--- src/rtl/alu_mul_seq.sv ---
// alu_mul_seq: computes the low WIDTH bits of a*b with shift-and-add on a
// shared Hack-style ALU. Each ADD or DBL cycle issues one ALU operation
// (x + y) and captures alu_out in that same cycle.
//
// Handshake: start is sampled only while the controller is idle (busy = 0).
// When start is accepted, a and b are captured. Later changes to a and b have
// no effect. done pulses for one cycle, and product/res_zr/res_ng are valid
// from that cycle on. They hold until the next operation completes. A start
// seen while busy, including the done cycle, is dropped.
module alu_mul_seq #(
  parameter int WIDTH = 16
) (
  input  logic             clk,
  input  logic             rst_n,
  input  logic             start,
  input  logic [WIDTH-1:0] a,
  input  logic [WIDTH-1:0] b,
  output logic             busy,
  output logic             done,
  output logic [WIDTH-1:0] product,
  output logic             res_zr,
  output logic             res_ng,
  output logic [WIDTH-1:0] alu_x,
  output logic [WIDTH-1:0] alu_y,
  output logic             alu_zx,
  output logic             alu_nx,
  output logic             alu_zy,
  output logic             alu_ny,
  output logic             alu_f,
  output logic             alu_no,
  input  logic [WIDTH-1:0] alu_out,
  output logic [1:0]       dbg_state
);

  typedef enum logic [1:0] {
    IDLE = 2'd0,
    ADD  = 2'd1,
    DBL  = 2'd2,
    DONE = 2'd3
  } state_t;

  state_t           state, state_n;
  logic [WIDTH-1:0] acc, acc_n;
  logic [WIDTH-1:0] mc, mc_n;
  logic [WIDTH-1:0] mp, mp_n;

  // Step chosen from the remaining multiplier. When it reaches zero, the
  // controller stops without issuing any further ALU cycles.
  function automatic state_t route(input logic [WIDTH-1:0] m);
    if (m == '0)
      return DONE;
    else if (m[0])
      return ADD;
    else
      return DBL;
  endfunction

  // Only the add function is used, so the negate/zero controls stay low.
  assign alu_zx = 1'b0;
  assign alu_nx = 1'b0;
  assign alu_zy = 1'b0;
  assign alu_ny = 1'b0;
  assign alu_no = 1'b0;

  assign dbg_state = state;

  // Next-state and datapath update. The ALU result is consumed in the cycle it is produced.
  always_comb begin
    state_n = state;
    acc_n   = acc;
    mc_n    = mc;
    mp_n    = mp;
    case (state)
      IDLE: begin
        if (start) begin
          acc_n   = '0;
          mc_n    = a;
          mp_n    = b;
          state_n = route(b);
        end
      end
      ADD: begin
        acc_n   = alu_out;
        state_n = DBL;
      end
      DBL: begin
        mc_n    = alu_out;
        mp_n    = mp >> 1;
        state_n = route(mp >> 1);
      end
      DONE: begin
        state_n = IDLE;
      end
      default: begin
        state_n = IDLE;
      end
    endcase
  end

  // Register the state and all outputs. Outputs are computed from next-state
  // values, so ALU operands, busy, done and the result arrive with the state they belong to.
  always_ff @(posedge clk or negedge rst_n) begin
    if (!rst_n) begin
      state   <= IDLE;
      acc     <= '0;
      mc      <= '0;
      mp      <= '0;
      product <= '0;
      res_zr  <= 1'b1;
      res_ng  <= 1'b0;
      busy    <= 1'b0;
      done    <= 1'b0;
      alu_x   <= '0;
      alu_y   <= '0;
      alu_f   <= 1'b0;
    end else begin
      state <= state_n;
      acc   <= acc_n;
      mc    <= mc_n;
      mp    <= mp_n;
      busy  <= (state_n != IDLE);
      done  <= (state_n == DONE);
      // acc is final on entry to DONE: the last step before DONE is a DBL,
      // or a zero multiplier, and neither changes acc.
      if (state_n == DONE) begin
        product <= acc_n;
        res_zr  <= (acc_n == '0);
        res_ng  <= acc_n[WIDTH-1];
      end
      case (state_n)
        ADD: begin
          alu_x <= acc_n;
          alu_y <= mc_n;
          alu_f <= 1'b1;
        end
        DBL: begin
          alu_x <= mc_n;
          alu_y <= mc_n;
          alu_f <= 1'b1;
        end
        default: begin
          alu_x <= '0;
          alu_y <= '0;
          alu_f <= 1'b0;
        end
      endcase
    end
  end

endmodule

--- config.mk ---
export PLATFORM = sky130hd
export DESIGN_NAME = alu_mul_seq
export DESIGN_NICKNAME = d
export VERILOG_FILES = /design/src/rtl/alu_mul_seq.sv
export SDC_FILE = /design/constraint.sdc
export NUM_CORES = 1
export LEC_CHECK = 0
export CAP_MARGIN = 0
export CORE_ASPECT_RATIO = 1.4
export CORE_MARGIN = 1.5
export CORE_UTILIZATION = 53
export CTS_CLUSTER_SIZE = 8
export DETAILED_ROUTE_END_ITERATION = 12
export MAX_ROUTING_LAYER = met4
export PLACE_DENSITY = 0.86
export SETUP_SLACK_MARGIN = 0.4
export SLEW_MARGIN = 20
export SYNTH_ARGS = -nofsm -noshare
export SYNTH_HDL_FRONTEND = slang
export SYNTH_SLANG_ARGS = --single-unit
--- constraint.sdc ---
create_clock -name clk -period 4.14 [get_ports clk]
set_clock_uncertainty 0.15 [all_clocks]
set_input_delay 1.242 -clock clk [delete_from_list [all_inputs] [get_ports clk]]
set_output_delay 1.242 -clock clk [all_outputs]
set_load 0.05 [all_outputs]
==> summary.txt <==
Cells and area
  – Layout cell share with drive strength beyond 1: 9.29%
  – Ant diodes: 0
  – Layout Nets: roughly 550
  – Area overhead of the layout relative to synthesis: 29.5%

Die
  – Overall die area: roughly 8800 um2
  – Horiz. Die Dim: 79.6 um
  – Chip Height: about 110 um
  – Number of top-level design ports: roughly 110
  – Core Box Area: between 7000 and 8000 um2
  – Site Rows: 38
  – Initial core utilization: roughly 55%

Worst setup path
  – Critical path class: primary input to flop
  – Worst Setup End Kind: flop
  – Startpoint type of the worst setup path: primary input
  – Max FO, Critical Path: 16
  – Data arrival time of the critical path: 3.61 ns
  – Worst endpoint required time: between 4 and 5 ns

Yosys
  – Post-synth top area share: between 50 and 60%
  – Cell accounting for the most synthesized area: sky130_fd_sc_hd__dfrtp_1
  – Async SR Flop Fraction: 100%
  – Cell count after synthesis: just under 400
  – Synth area leaders: sky130_fd_sc_hd__dfrtp_1 (57%), sky130_fd_sc_hd__a22oi_1 (7.6%), sky130_fd_sc_hd__a21oi_1 (4.4%), sky130_fd_sc_hd__a2bb2oi_2 (3.8%), sky130_fd_sc_hd__nor2_1 (3.0%)
  – Synthesized area per cell: between 10 and 15 um2
  – Unique cell type count in the Yosys netlist: 36
  – Register area share after synthesis: 58.1%
  – Main combinational cell family by area after synthesis: compound AO/OA/AOI/OAI gates
  – Adder-cell share of the synthesized area: 1.15%
  – Synth Cell Area: approximately 4400 um2
  – Multiplexer share of the synthesized area: 0%
  – Post-synth EDFFs: 0
  – Area share of xor/xnor cells in the synthesized design: 0%
  – Share of synthesized cell area in and, or, nand and nor gates: under 10%
  – Post-synth top flop: sky130_fd_sc_hd__dfrtp_1
  – Synthesis-stage register bit count: about 100
  – YS warnings: 0
  – Fraction of the mapped netlist area in compound gates: between 20% and 30%

Power and ir drop
  – Switching part of the total power: 47.1%
  – IR Drop Worst-Case VDD: slightly above 0.5 mV
  – Leakage component of the power: about 2.6 nW
  – Part of the total power dissipated in combinational logic: a little over half
  – Cell-internal power: between 0.002 and 0.003 W
  – Net switching power of the design: between 0.002 and 0.0025 W
  – Part of the total power dissipated in the clock network: 13.4%
  – Flop pwr share: between 30% and 40%
  – PD cells: between 900 and 1000 nW/um2

Clocking
  – CTS Root Buffer Type: sky130_fd_sc_hd__clkbuf_8
  – Sink count of the clock tree: roughly 100
  – Clock-pin slew of the registers on the worst-case setup and hold paths: ~0.09 ns
  – Worst-Skew Late Latency: about 0.37 ns
  – Maximum level of the CTS H-tree: 3
  – Number of clock buffers inserted by TritonCTS: 9
  – Max Buffers Root-to-Sink: 2
  – CTS tree: done

Placement
  – Routability Congestion: between 0.9 and 1
  – Worst setup timing slack at the placement stage: ~0.13 ns
  – Number of input and output port buffers inserted: 105
  – DP Wirelength: 8090 um

Global route
  – GR Util met3: around 3.7%
  – Total global-route track usage: around 28%
  – Vias in the first global route: 3538
  – Maximum number of pins on one net before global-route repair: between 50 and 60
  – Aggregate global routing overflow: 0
  – First-pass GRT wire length: roughly 18000 um
  – Met2 usage in global routing: a little under half
  – Number of antenna violations at the first check in global routing: 0
  – Met1 track demand over resource: between 30 and 40%
  – Busiest grt layer: met2

Timing
  – Fmax: 0.287 GHz
  – Worst Tran Pin Value: about 0.87 ns
  – Worst-case headroom to the max-slew limit: 42.1%
  – Final-report setup violation count: 0
  – RSZ-0062 raised after global routing: false
  – Max Transition Viols Final: 0
  – Setup WS post-layout: around 0.66 ns
  – Hold violation count in the final report: 0
  – Post-route clock period utilization: a little over four fifths
  – Final setup TNS: 0 ns
  – Tmin final: 3.48 ns

Route
  – Total number of vias: 3515
  – Vias per cell: a little under 6
  – Post-detailed-route wirelength per cell: just under 20 um
  – Number of routed nets with antenna violations: 0
  – Final Routed Wirelength: 11500 um
  – Drt drc: 0
  – Initial DRT Pass Iterations: 7
  – DRC violation total after the first TritonRoute iteration: around 300

Status
  – Outcome: complete, no violations

Worst hold path
  – Type of the worst min-delay path: flop to flop

Job
  – Max-cap violation count: 0
registers in the layout (all words and copies together) (netlist names), 2 cells and up:
name,flops
acc,16
alu_x,16
alu_y,16
dbg_state,2
mc,16
mp,15
product,16
power groups by stage:
stage	Sequential (W)	Combinational [W]	Clock, W
6_report	0.00165	0.00281	0.000689
4_1_cts	0.00165	0.00278	0.000693
5_1_grt	0.00169	0.00299	0.000738
2_1_floorplan	0.00226	0.00134	0
3_3_place_gp	0.00165	0.00269	0
3_5_place_dp	0.00166	0.00276	0
metrics by stage:
step                      util [%]  hold WS (ns)  total power, W  area (um2)  std cells
after CTS                     71.8         0.347         0.00512        5630        595
after global routing          71.9         0.355         0.00541        5640        595
after global placement        69.0         0.309         0.00433        5410        580
after detailed placement      69.0         0.319         0.00442        5410        580
after floorplan                  -         0.298         0.00360        4370        399
final                         71.9         0.342         0.00515        5640        595
timing repair:
item / 4_1_cts / 5_1_grt
hold buffers: 0 / 0
setup buffers: 0 / 0
endpoints found under the setup margin: 0 / 15
resized for setup: 0 / 2
cell families after synthesis:
kind of cell | Yosys count
adders and majority gates | 4
buffers and inverters | 69
and+or+nand+nor | 81
other | 1
DFF | 101
AOI/OAI and AO/OA | 139
cells in the final DEF, fill, tap and decap left out:
| cell type | synthesis | routed |
|---|---|---|
| sky130_fd_sc_hd__a211oi_2 | 1 | 1 |
| sky130_fd_sc_hd__a21oi_1 | 38 | 38 |
| sky130_fd_sc_hd__a22o_1 | 1 | 1 |
| sky130_fd_sc_hd__a22oi_1 | 44 | 44 |
| sky130_fd_sc_hd__a22oi_2 | 1 | 1 |
| sky130_fd_sc_hd__a22oi_4 | 1 | 1 |
| sky130_fd_sc_hd__a2bb2oi_2 | 11 | 11 |
| sky130_fd_sc_hd__a41o_1 | 1 | 1 |
| sky130_fd_sc_hd__a41oi_1 | 1 | 1 |
| sky130_fd_sc_hd__and2_1 | 1 | 1 |
| sky130_fd_sc_hd__and2b_1 | 10 | 10 |
| sky130_fd_sc_hd__buf_4 | 14 | 10 |
| sky130_fd_sc_hd__bufinv_16 | 0 | 2 |
| sky130_fd_sc_hd__clkbuf_8 | 0 | 10 |
| sky130_fd_sc_hd__clkdlybuf4s50_1 | 0 | 104 |
| sky130_fd_sc_hd__clkinvlp_4 | 0 | 2 |
| sky130_fd_sc_hd__conb_1 | 1 | 5 |
| sky130_fd_sc_hd__dfrtp_1 | 100 | 100 |
| sky130_fd_sc_hd__dfstp_2 | 1 | 1 |
| sky130_fd_sc_hd__ha_1 | 4 | 4 |
| sky130_fd_sc_hd__inv_1 | 34 | 34 |
| sky130_fd_sc_hd__inv_2 | 2 | 2 |
| sky130_fd_sc_hd__inv_6 | 0 | 1 |
| sky130_fd_sc_hd__nand2_1 | 3 | 1 |
| sky130_fd_sc_hd__nand2_2 | 0 | 2 |
| sky130_fd_sc_hd__nand4_1 | 2 | 2 |
| sky130_fd_sc_hd__nor2_1 | 35 | 35 |
| sky130_fd_sc_hd__nor2b_1 | 15 | 15 |
| sky130_fd_sc_hd__nor3_1 | 2 | 2 |
| sky130_fd_sc_hd__nor4_1 | 12 | 12 |
| sky130_fd_sc_hd__o21a_1 | 5 | 5 |
| sky130_fd_sc_hd__o21ai_0 | 8 | 8 |
| sky130_fd_sc_hd__o21ai_1 | 8 | 8 |
| sky130_fd_sc_hd__o21bai_2 | 1 | 1 |
| sky130_fd_sc_hd__o21bai_4 | 1 | 1 |
| sky130_fd_sc_hd__o22ai_1 | 16 | 16 |
| sky130_fd_sc_hd__o31a_1 | 1 | 1 |
| sky130_fd_sc_hd__or3_1 | 1 | 1 |
worst paths after layout:
kind / cells after the start / to / slack, ns / from
setup / recovery: 9 / alu_x[5] / 0.66 / b[1]
hold / removal: 2 / mc[7] / 0.34 / mc[7]
setup reg to reg: 8 / alu_x[5] / 1.48 / mp[11]
hold reg to reg: 2 / mc[7] / 0.34 / mc[7]
max in group asynchronous: 2 / product[10] / 2.28 / rst_n
min in group asynchronous: 1 / mc[2] / 0.73 / rst_n
cell type report:
class / instances / area, um2
clock inverter: 5 / 83.8
fill: 534 / 2210
tap: 100 / 125
multi-input combinational: 229 / 1510
sequential: 101 / 2530
timing repair buffer: 114 / 1120
inverter: 36 / 135
clock buffer: 10 / 138
synthesized netlist by cell type (3+ instances only):
| cell | count |
|---|---|
| sky130_fd_sc_hd__nor2b_1 | 15 |
| sky130_fd_sc_hd__inv_1 | 34 |
| sky130_fd_sc_hd__buf_4 | 14 |
| sky130_fd_sc_hd__nor4_1 | 12 |
| sky130_fd_sc_hd__dfrtp_1 | 100 |
| sky130_fd_sc_hd__a22oi_1 | 44 |
| sky130_fd_sc_hd__o22ai_1 | 16 |
| sky130_fd_sc_hd__and2b_1 | 10 |
| sky130_fd_sc_hd__o21ai_1 | 8 |
| sky130_fd_sc_hd__a2bb2oi_2 | 11 |
| sky130_fd_sc_hd__a21oi_1 | 38 |
| sky130_fd_sc_hd__o21ai_0 | 8 |
| sky130_fd_sc_hd__o21a_1 | 5 |
| sky130_fd_sc_hd__nand2_1 | 3 |
| sky130_fd_sc_hd__ha_1 | 4 |
| sky130_fd_sc_hd__clkbuf_1 | 11 |
| sky130_fd_sc_hd__buf_2 | 5 |
| sky130_fd_sc_hd__nor2_1 | 35 |
critical path, cell delays in order:
cell	delay, ns
sky130_fd_sc_hd__clkdlybuf4s50_1	0.42
sky130_fd_sc_hd__nor4_1	0.34
sky130_fd_sc_hd__a41o_1	0.20
sky130_fd_sc_hd__a21oi_1	0.08
sky130_fd_sc_hd__or3_1	0.40
sky130_fd_sc_hd__ha_1	0.32
sky130_fd_sc_hd__inv_1	0.12
sky130_fd_sc_hd__nand2_2	0.22
sky130_fd_sc_hd__o22ai_1	0.26
metal layers:
| layer | up-vias | routed length, um |
|---|---|---|
| li1 | 1574 | - |
| met3 | 32 | 758 |
| met2 | 163 | 6120 |
| met4 | 0 | 258 |
| met1 | 1746 | 4380 |
| met5 | - | 0 |
(Power assumes the default switching activity.)
